## config.mk

```make
export PLATFORM = sky130hd
export DESIGN_NAME = alu_arbiter_flat
export DESIGN_NICKNAME = d
export VERILOG_FILES = /design/src/rtl/alu_pkg.sv /design/src/rtl/alu_arbiter_if.sv /design/src/rtl/alu_arbiter_alu.sv /design/src/rtl/alu_arbiter.sv /design/src/flat_wrapper.sv
export SDC_FILE = /design/constraint.sdc
export NUM_CORES = 1
export LEC_CHECK = 0
export BUFFER_PORTS_ARGS = -buffer_cell sky130_fd_sc_hd__buf_2
export CORE_ASPECT_RATIO = 0.9
export CORE_MARGIN = 3
export CORE_UTILIZATION = 42
export CTS_CLUSTER_SIZE = 8
export DETAILED_ROUTE_END_ITERATION = 6
export HOLD_SLACK_MARGIN = 0.05
export PLACE_DENSITY_LB_ADDON = 0.2
export SLEW_MARGIN = 20
export SYNTH_ARGS = -nofsm -noshare
export SYNTH_HDL_FRONTEND = slang
export SYNTH_HIERARCHICAL = 1
export SYNTH_SLANG_ARGS = --single-unit
```

## constraint.sdc

```tcl
create_clock -name clk -period 2.77 [get_ports clk]
set_input_delay 0.277 -clock clk [delete_from_list [all_inputs] [get_ports clk]]
set_output_delay 0.277 -clock clk [all_outputs]
set_load 0.01 [all_outputs]
```

## src/rtl/alu_pkg.sv

```systemverilog
// alu_pkg: shared definitions for the shared-ALU arbiter slice.
//   ALU_W        operand/result width of the datapath (fixed at 4)
//   NUM_REQ      number of requesters sharing the ALU (fixed at 2)
//   alu_op_t     opcode encoding understood by the alu
//   arb_state_t  arbiter FSM states
package alu_pkg;

  localparam int ALU_W   = 4;
  localparam int NUM_REQ = 2;

  typedef enum logic [2:0] {
    OP_ADD = 3'b000,
    OP_SUB = 3'b001,
    OP_AND = 3'b010,
    OP_OR  = 3'b011,
    OP_XOR = 3'b100,
    OP_NOT = 3'b101,
    OP_INC = 3'b110,
    OP_DEC = 3'b111
  } alu_op_t;

  typedef enum logic [1:0] {
    IDLE = 2'b00,
    EXEC = 2'b01,
    RESP = 2'b10
  } arb_state_t;

endpackage

```

## src/rtl/alu_arbiter_if.sv

```systemverilog
// alu_arbiter_if: request and response channels of the shared-ALU arbiter.
//   req_valid/req_ready   per-requester valid/ready handshake
//   req_op/req_a/req_b    per-requester transaction fields
//   rsp_valid/rsp_ready   single response handshake
//   rsp_id                requester that owns the response
//   rsp_result + flags    registered ALU result, carry, zero, overflow
// The master modport is the front-end side, the slave modport the arbiter.
interface alu_arbiter_if;
  import alu_pkg::*;

  logic [NUM_REQ-1:0]            req_valid;
  logic [NUM_REQ-1:0]            req_ready;
  logic [NUM_REQ-1:0][2:0]       req_op;
  logic [NUM_REQ-1:0][ALU_W-1:0] req_a;
  logic [NUM_REQ-1:0][ALU_W-1:0] req_b;

  logic             rsp_valid;
  logic             rsp_ready;
  logic             rsp_id;
  logic [ALU_W-1:0] rsp_result;
  logic             rsp_carry;
  logic             rsp_zero;
  logic             rsp_overflow;

  modport master (
    output req_valid, req_op, req_a, req_b, rsp_ready,
    input  req_ready, rsp_valid, rsp_id, rsp_result,
           rsp_carry, rsp_zero, rsp_overflow
  );

  modport slave (
    input  req_valid, req_op, req_a, req_b, rsp_ready,
    output req_ready, rsp_valid, rsp_id, rsp_result,
           rsp_carry, rsp_zero, rsp_overflow
  );

endinterface

```

## src/rtl/alu_arbiter_alu.sv

```systemverilog
// alu: purely combinational 4-bit datapath.
//   op        opcode (alu_op_t)
//   a, b      operands (b unused by NOT/INC/DEC)
//   result    low ALU_W bits of the operation
//   carry     bit ALU_W of the widened sum/difference for ADD/SUB, else 0
//   zero      result == 0
//   overflow  not produced by this datapath, tied to 0
module alu
  import alu_pkg::*;
(
  input  alu_op_t          op,
  input  logic [ALU_W-1:0] a,
  input  logic [ALU_W-1:0] b,
  output logic [ALU_W-1:0] result,
  output logic             carry,
  output logic             zero,
  output logic             overflow
);

  logic [ALU_W:0] wide;

  // Every operation is computed one bit wider so ADD/SUB can expose the
  // carry/borrow in the top bit; INC/DEC deliberately report no carry.
  always_comb begin
    wide  = '0;
    carry = 1'b0;
    unique case (op)
      OP_ADD: begin
        wide  = {1'b0, a} + {1'b0, b};
        carry = wide[ALU_W];
      end
      OP_SUB: begin
        wide  = {1'b0, a} - {1'b0, b};
        carry = wide[ALU_W];
      end
      OP_AND: wide = {1'b0, a & b};
      OP_OR:  wide = {1'b0, a | b};
      OP_XOR: wide = {1'b0, a ^ b};
      OP_NOT: wide = {1'b0, ~a};
      OP_INC: wide = {1'b0, a} + (ALU_W+1)'(1);
      OP_DEC: wide = {1'b0, a} - (ALU_W+1)'(1);
      default: wide = '0;
    endcase
  end

  assign result   = wide[ALU_W-1:0];
  assign zero     = (result == '0);
  assign overflow = 1'b0;

endmodule

```

## src/rtl/alu_arbiter.sv

```systemverilog
// alu_arbiter: round-robin sharing of one alu between two requesters.
//   clk    rising-edge clock
//   rst_n  synchronous active-low reset
//   bus    request/response channels (alu_arbiter_if.slave)
//   busy   high whenever the FSM is not in IDLE
// One transaction is in flight at a time: IDLE accepts, EXEC lets the alu
// settle on the captured operands, RESP holds the registered result until
// the consumer takes it.
module alu_arbiter
  import alu_pkg::*;
(
  input  logic          clk,
  input  logic          rst_n,
  alu_arbiter_if.slave  bus,
  output logic          busy
);

  arb_state_t       state, state_next;
  logic             last;
  logic             id_q;
  alu_op_t          op_q;
  logic [ALU_W-1:0] a_q, b_q;

  logic             rsp_id_q;
  logic [ALU_W-1:0] result_q;
  logic             carry_q, zero_q, overflow_q;

  logic             grant;
  logic             handshake;

  logic [ALU_W-1:0] alu_result;
  logic             alu_carry, alu_zero, alu_overflow;

  // Round-robin choice: a lone requester always wins; under contention the
  // requester that was not served last time wins.
  always_comb begin
    grant = 1'b0;
    unique case (bus.req_valid)
      2'b01:   grant = 1'b0;
      2'b10:   grant = 1'b1;
      2'b11:   grant = ~last;
      default: grant = 1'b0;
    endcase
  end

  // Ready is gated by rst_n so nothing can look accepted while reset is held.
  assign handshake = (state == IDLE) && rst_n && (|bus.req_valid);

  always_comb begin
    bus.req_ready = '0;
    if (handshake) bus.req_ready[grant] = 1'b1;
  end

  // Next-state logic: one cycle of EXEC, then RESP until consumed.
  always_comb begin
    state_next = state;
    unique case (state)
      IDLE:    if (handshake) state_next = EXEC;
      EXEC:    state_next = RESP;
      RESP:    if (bus.rsp_ready) state_next = IDLE;
      default: state_next = IDLE;
    endcase
  end

  // State, operand capture and response registers. Reset drops any
  // in-flight transaction and restores requester 0 as first-contention winner.
  always_ff @(posedge clk) begin
    if (!rst_n) begin
      state      <= IDLE;
      last       <= 1'b1;
      id_q       <= 1'b0;
      op_q       <= OP_ADD;
      a_q        <= '0;
      b_q        <= '0;
      rsp_id_q   <= 1'b0;
      result_q   <= '0;
      carry_q    <= 1'b0;
      zero_q     <= 1'b0;
      overflow_q <= 1'b0;
    end else begin
      state <= state_next;
      if (handshake) begin
        op_q <= alu_op_t'(bus.req_op[grant]);
        a_q  <= bus.req_a[grant];
        b_q  <= bus.req_b[grant];
        id_q <= grant;
        last <= grant;
      end
      if (state == EXEC) begin
        rsp_id_q   <= id_q;
        result_q   <= alu_result;
        carry_q    <= alu_carry;
        zero_q     <= alu_zero;
        overflow_q <= alu_overflow;
      end
    end
  end

  alu u_alu (
    .op       (op_q),
    .a        (a_q),
    .b        (b_q),
    .result   (alu_result),
    .carry    (alu_carry),
    .zero     (alu_zero),
    .overflow (alu_overflow)
  );

  assign bus.rsp_valid    = (state == RESP);
  assign bus.rsp_id       = rsp_id_q;
  assign bus.rsp_result   = result_q;
  assign bus.rsp_carry    = carry_q;
  assign bus.rsp_zero     = zero_q;
  assign bus.rsp_overflow = overflow_q;
  assign busy             = (state != IDLE);

endmodule

```

## src/flat_wrapper.sv

```systemverilog
// flat-port wrapper written by rule: the top's interface ports become plain ports
module alu_arbiter_flat import alu_pkg::*;
  (clk, rst_n, busy, bus_req_valid, bus_req_op, bus_req_a, bus_req_b, bus_rsp_ready, bus_req_ready, bus_rsp_valid, bus_rsp_id, bus_rsp_result, bus_rsp_carry, bus_rsp_zero, bus_rsp_overflow);
  alu_arbiter_if bus_i ();
  input  logic clk;
  input  logic rst_n;
  output logic busy;
  input wire logic [$bits(bus_i.req_valid)-1:0] bus_req_valid;
  input wire logic [$bits(bus_i.req_op)-1:0] bus_req_op;
  input wire logic [$bits(bus_i.req_a)-1:0] bus_req_a;
  input wire logic [$bits(bus_i.req_b)-1:0] bus_req_b;
  input wire logic [$bits(bus_i.rsp_ready)-1:0] bus_rsp_ready;
  output wire logic [$bits(bus_i.req_ready)-1:0] bus_req_ready;
  output wire logic [$bits(bus_i.rsp_valid)-1:0] bus_rsp_valid;
  output wire logic [$bits(bus_i.rsp_id)-1:0] bus_rsp_id;
  output wire logic [$bits(bus_i.rsp_result)-1:0] bus_rsp_result;
  output wire logic [$bits(bus_i.rsp_carry)-1:0] bus_rsp_carry;
  output wire logic [$bits(bus_i.rsp_zero)-1:0] bus_rsp_zero;
  output wire logic [$bits(bus_i.rsp_overflow)-1:0] bus_rsp_overflow;
  assign bus_i.req_valid = bus_req_valid;
  assign bus_i.req_op = bus_req_op;
  assign bus_i.req_a = bus_req_a;
  assign bus_i.req_b = bus_req_b;
  assign bus_i.rsp_ready = bus_rsp_ready;
  assign bus_req_ready = bus_i.req_ready;
  assign bus_rsp_valid = bus_i.rsp_valid;
  assign bus_rsp_id = bus_i.rsp_id;
  assign bus_rsp_result = bus_i.rsp_result;
  assign bus_rsp_carry = bus_i.rsp_carry;
  assign bus_rsp_zero = bus_i.rsp_zero;
  assign bus_rsp_overflow = bus_i.rsp_overflow;
  alu_arbiter u_core (.clk(clk), .rst_n(rst_n), .bus(bus_i), .busy(busy));
endmodule
```

==> results of run 1 <==
[placed cells by master (no fill, tap or decap), types with 3 or more instances in the layout]
| master | count |
|---|---|
| clkbuf_8 | 3 |
| o21ai_0 | 5 |
| nor3_1 | 13 |
| a21oi_1 | 18 |
| nor2b_1 | 3 |
| inv_1 | 13 |
| buf_4 | 5 |
| dfxtp_1 | 23 |
| mux2i_1 | 4 |
| a221o_1 | 12 |
| buf_2 | 38 |
| o211ai_1 | 3 |
| ha_1 | 13 |
| nor2_1 | 12 |
| a21o_1 | 3 |
| nand2_1 | 33 |
| nand2b_1 | 4 |
[sequential cells by signal, indices dropped and copies added (netlist names)]
name / cells
u_core/a_q: 4
u_core/b_q: 4
u_core/bus.rsp_carry: 1
u_core/bus.rsp_id: 1
u_core/bus.rsp_overflow: 1
u_core/bus.rsp_result: 4
u_core/bus.rsp_zero: 1
u_core/id_q: 1
u_core/last: 1
u_core/op_q: 3
u_core/state: 2
[logic make-up after synthesis]
logic type                 synth area share
and+or+nand+nor                       0.225
AOI/OAI and AO/OA                     0.234
buffers and inverters                0.0841
DFF                                   0.284
adders and majority gates             0.125
xor gates and xnor gates             0.0216
muxes                                0.0247
other                               0.00231
[metrics by stage]
step	instance area [um2]	hold slack, ns
5_1_grt	1880	0.233
2_1_floorplan	1620	0.403
6_report	1880	0.232
4_1_cts	1880	0.225
3_3_place_gp	1830	0.440
3_5_place_dp	1830	0.451
[how the worst max path moves through the flow]
stage,from,to,slack (ns)
6_report,u_core/a_q[0],u_core/bus.rsp_zero,0.54
5_1_grt,u_core/a_q[0],u_core/bus.rsp_zero,0.34
4_1_cts,u_core/a_q[0],u_core/bus.rsp_zero,0.55
3_5_place_dp,u_core/a_q[0],u_core/bus.rsp_zero,0.57
3_3_place_gp,u_core/a_q[0],u_core/bus.rsp_zero,0.62
2_1_floorplan,u_core/a_q[0],u_core/bus.rsp_zero,0.72
[final cells by class]
class	count	area (um2)
clock buffers	4	45.0
fillers	333	1650
inverters	16	62.6
multi-input cells	152	1020
flip-flops and latches	23	460
well taps	44	55.1
repair buffers	43	228
[metal layers]
layer	vias to the layer above	global-route usage
met2	54	0.263
met1	624	0.216
met4	0	0.0423
met3	2	0.0326
met5	-	0
li1	782	-
[power groups by stage]
stage	combinational (mW)	sequential [mW]	clock, mW
2_1_floorplan	0.242	0.401	0
3_3_place_gp	0.327	0.398	0
3_5_place_dp	0.327	0.399	0
6_report	0.329	0.391	0.209
4_1_cts	0.329	0.391	0.218
5_1_grt	0.373	0.397	0.230
==> flow_metrics.py, run 1 <==
metrics = {
    "run_status": {
        "status": "completed",
    },
    "clock_tree": {
        "clock-sinks": 23,
        "cts_max_path_buffers": 2,
        "holdBufCountCts": 0,
        "cts-root-buf": "clkbuf_8",
        "post_cts_buffers": 0,
        "htreeDepth": 1,
        "post_cts_resized": 0,
        "cts_tree": "done",
        "path_clk_slew_ns": 0.08,
        "numCtsBuffers": 3,
        "clock_latency_ns": 0.26,
    },
    "synth": {
        "ys_seq_area_frac": 0.284,
        "syn_avg_cell_area_um2": 7.95,
        "synthArstFlopShare": 0,
        "synth_common_cells": "nand2_1 (33), dfxtp_1 (23), a21oi_1 (18)",
        "synth_edf_count": 0,
        "syn_area_mm2": 0.00162,
        "yosysUniqueCellTypes": 42,
        "syn-num-nets": 246,
        "yosysTopAreaCell": "dfxtp_1",
        "synth_area_leaders": "dfxtp_1 (28%), ha_1 (10%), nand2_1 (7.6%)",
        "synth.most_common_cell": "nand2_1",
        "synth_ff_type": "dfxtp_1",
        "ys_ff_latch": 23,
        "yosys_warnings": 6,
        "synth.top_cell.area_share": 0.284,
        "netlist_instances": 204,
    },
    "hold_path": {
        "min-delay-start": "bus_req_a[5]",
        "hold_class": "primary input to flip-flop",
        "hold_path_depth": 2,
        "hold_end": "u_core/a_q[1]",
    },
    "worst_setup_path": {
        "cp_top_family": "adder cells",
        "cp_slowest_cell": "dfxtp_1",
        "cp-start-kind": "flip-flop",
        "critPathMaxStageDelay_ns": 0.46,
        "worstSetupEndpointType": "flip-flop",
        "critPathBufInv": 2,
        "critical_path_required_ns": 2.97,
        "crit_cells": 10,
        "reg2reg_depth": 10,
        "worstSetupPathType": "flip-flop to flip-flop",
        "r2r_start": "u_core/a_q[0]",
        "r2r-end": "u_core/bus.rsp_zero",
        "arrival_ns": 2.43,
        "crit_fanout": 7,
        "path_cells": "inv_1 > ha_1 > inv_1 > fa_1 > mux2i_1 > a21oi_1 > o211a_2 > nor4_2 > nand2_1 > a21oi_1",
        "r2r_setup_slack_ns": 0.54,
    },
    "global_route": {
        "grt_max_degree": 21,
        "antenna_found_initial": 0,
        "grt_pass1_wl_um": 6070,
        "grt_pass1_vias": 1358,
        "overflow": 0,
        "track_usage": 0.161,
    },
    "routing": {
        "wirelength_um": 3510,
        "dr_wl_met3_um": 217,
        "wl_met2_um": 1560,
        "ant_nets": 0,
        "drtPass1Iterations": 7,
        "remaining_drc_errors": 0,
        "wl_met1_um": 1700,
        "wl_per_cell_um": 12.4,
        "dr.max_layer_used": "met4",
        "drt_iter0_markers": 99,
        "vias_per_cell": 5.18,
        "num_vias": 1462,
    },
    "floorplanning": {
        "die-area_mm2": 0.00464,
        "die_x_um": 71.5,
        "die_h_um": 64.9,
        "ios": 39,
        "initial_core_util": 0.460,
        "core_area_mm2": 0.00353,
        "rows": 20,
    },
    "timing": {
        "finalHoldViolations": 0,
        "rsz0062_at_grt": "no",
        "setup_viol": 0,
        "slew_violations": 0,
        "fin_ws_ns": 0.542,
        "max_freq_mhz": 449,
        "skew_ns": 0.00228,
        "max_slew_margin": 0.480,
        "tightestPinTransition_ns": 0.778,
        "fin_crit_ns": 2.23,
        "setup_tns_ns": 0,
        "min_period_over_period": 0.804,
    },
    "job": {
        "cap_violations": 0,
    },
    "cells_and_area": {
        "antennaDiodeCount": 0,
        "layout.nets": 281,
        "syn_to_final_growth_pct": 15.7,
        "final_layout_size_suffix_gt1_frac": 0.218,
        "fin_cells": 282,
        "final_util": 0.532,
    },
    "placement": {
        "port_buffers": 38,
        "post-place-ws_ns": 0.571,
        "dp.cells": 278,
        "hpwl_um": 2780,
        "place.gp.congestion": 0.833,
    },
    "power_and_ir_drop": {
        "ir_worst_vdd_uv": 317,
        "fin_total_pwr_uw": 929,
        "switching_share": 0.345,
        "p_leak_nw": 0.863,
        "p_int_uw": 608,
        "clkPwrFrac": 0.225,
        "seqPwrFrac": 0.421,
        "combPwrFrac": 0.354,
        "switching_power_uw": 321,
        "p_per_area_mw_per_mm2": 496,
    },
}
(Power assumes the default switching activity.)
==> run 2: changes to the inputs <==
clock period = 2.1 ns   (was 2.77 ns; I/O delays follow)
==> flow_metrics.py, run 2 (synthesis gave the netlist of run 1 again) <==
metrics = {
    "clock_tree": {
        "htreeDepth": 1,
        "cts-root-buf": "clkbuf_8",
        "clock_latency_ns": 0.27,
        "clock-sinks": 23,
        "cts_max_path_buffers": 2,
        "numCtsBuffers": 3,
        "path_clk_slew_ns": 0.09,
        "cts_tree": "done",
    },
    "worst_setup_path": {
        "critPathBufInv": 2,
        "critPathMaxStageDelay_ns": 0.34,
        "arrival_ns": 2.23,
        "cp_top_family": "compound AO/OA/AOI/OAI gates",
        "worstSetupEndpointType": "flip-flop",
        "reg2reg_depth": 11,
        "crit_fanout": 2,
        "cp-start-kind": "flip-flop",
        "critical_path_required_ns": 2.30,
        "worstSetupPathType": "flip-flop to flip-flop",
        "path_cells": "inv_2 > ha_4 > inv_2 > fa_2 > xor2_1 > a31oi_1 > a22oi_1 > a22oi_2 > nor4_2 > nand2_1 > a21oi_2",
        "cp_slowest_cell": "fa_2",
        "path_common_cell": "inv_2",
        "crit_cells": 11,
    },
    "floorplanning": {
        "die_h_um": 64.9,
        "die-area_mm2": 0.00464,
        "rows": 20,
        "ios": 39,
        "core_area_mm2": 0.00353,
        "initial_core_util": 0.460,
        "die_x_um": 71.5,
    },
    "global_route": {
        "grt_pass1_vias": 1465,
        "track_usage": 0.171,
        "grt_pass1_wl_um": 6480,
        "antenna_found_initial": 0,
        "overflow": 0,
        "grt_max_degree": 21,
    },
    "routing": {
        "remaining_drc_errors": 0,
        "num_vias": 1502,
        "wirelength_um": 3690,
        "ant_nets": 0,
        "drt_iter0_markers": 63,
        "wl_per_cell_um": 12.7,
        "drtPass1Iterations": 4,
        "vias_per_cell": 5.18,
    },
    "timing": {
        "fin_crit_ns": 2.03,
        "setup_viol": 0,
        "max_freq_mhz": 494,
        "rsz0062_at_grt": "yes",
        "setup_tns_ns": 0,
        "min_period_over_period": 0.965,
        "slew_violations": 0,
        "finalHoldViolations": 0,
        "hold_ws_ns": 0.158,
        "skew_ns": 0.00738,
    },
    "power_and_ir_drop": {
        "p_leak_nw": 0.905,
        "p_per_area_mw_per_mm2": 652,
        "ir_worst_vdd_uv": 355,
    },
    "cells_and_area": {
        "layout_commonest_cell": "buf_2",
        "final_layout_size_suffix_gt1_frac": 0.289,
        "antennaDiodeCount": 0,
        "syn_to_final_growth_pct": 22.2,
        "final_cell_mix": "buf_2 (38), nand2_1 (33), dfxtp_1 (20)",
        "layout.nets": 289,
    },
    "job": {
        "cap_violations": 0,
    },
    "hold_path": {
        "hold_path_depth": 2,
        "hold_class": "primary input to flip-flop",
    },
    "placement": {
        "port_buffers": 38,
        "place.gp.congestion": 0.833,
        "hpwl_um": 2910,
    },
    "run_status": {
        "status": "completed",
    },
}
run 2: worst paths after layout:
kind	startpoint	slack, ns	endpoint
worst max-delay path	u_core/a_q[0]	0.07	u_core/bus.rsp_zero
worst min-delay path	bus_req_a[5]	0.16	u_core/a_q[1]
worst max register to register	u_core/a_q[0]	0.07	u_core/bus.rsp_zero
worst min register to register	u_core/bus.rsp_overflow	0.46	u_core/bus.rsp_overflow
run 2: area by class of cell:
type / instances / area, um2
Clock buffer: 3 / 41.3
Timing Repair Buffer: 51 / 300
Sequential cell: 23 / 464
Clock inverter: 1 / 7.51
Inverter: 16 / 62.6
Fill cell: 323 / 1550
Multi-Input combinational cell: 152 / 1050
Tap cell: 44 / 55.1
run 2: worst reg2reg max path, delay by kind of cell, from the launching register on:
family | cells | cell delay, ns
DFF | 1 | 0.33
AOI/OAI and AO/OA | 4 | 0.54
xor gates and xnor gates | 1 | 0.14
and+or+nand+nor | 2 | 0.37
buffers and inverters | 2 | 0.10
adders and majority gates | 2 | 0.49
run 2: through the flow:
stage          std cells  power [mW]  worst slack (ns)  utilization  instance area, um2
6_report             290        1.29            0.0741        0.562                1980
5_1_grt              290        1.39            -0.156        0.562                1980
4_1_cts              289        1.27            0.0606        0.551                1940
3_5_place_dp         285       0.989            0.0833        0.537                1900
3_3_place_gp         285       0.987             0.104        0.537                1900
2_1_floorplan        204       0.848            0.0490            -                1620
run 2: routing by layer:
metal  GRT usage  share of wire
met3      0.0357          0.062
met5           0              0
met1       0.235           0.50
met4      0.0376         0.0051
met2       0.275           0.43
run 2: power breakdown:
group,switching (mW),leakage (nW),internal [mW],total (mW)
Combinational,0.271,0.694,0.227,0.498
Sequential,0.0311,0.190,0.480,0.511
Clock,0.149,0.0217,0.134,0.283
run 2: timing repair:
action / 4_1_cts / 5_1_grt
hold endpoints to repair: 0 / 0
endpoints found under the setup margin: 0 / 3
buffers inserted: 0 / 1
resized for setup: 0 / 11
hold buffers: 0 / 0
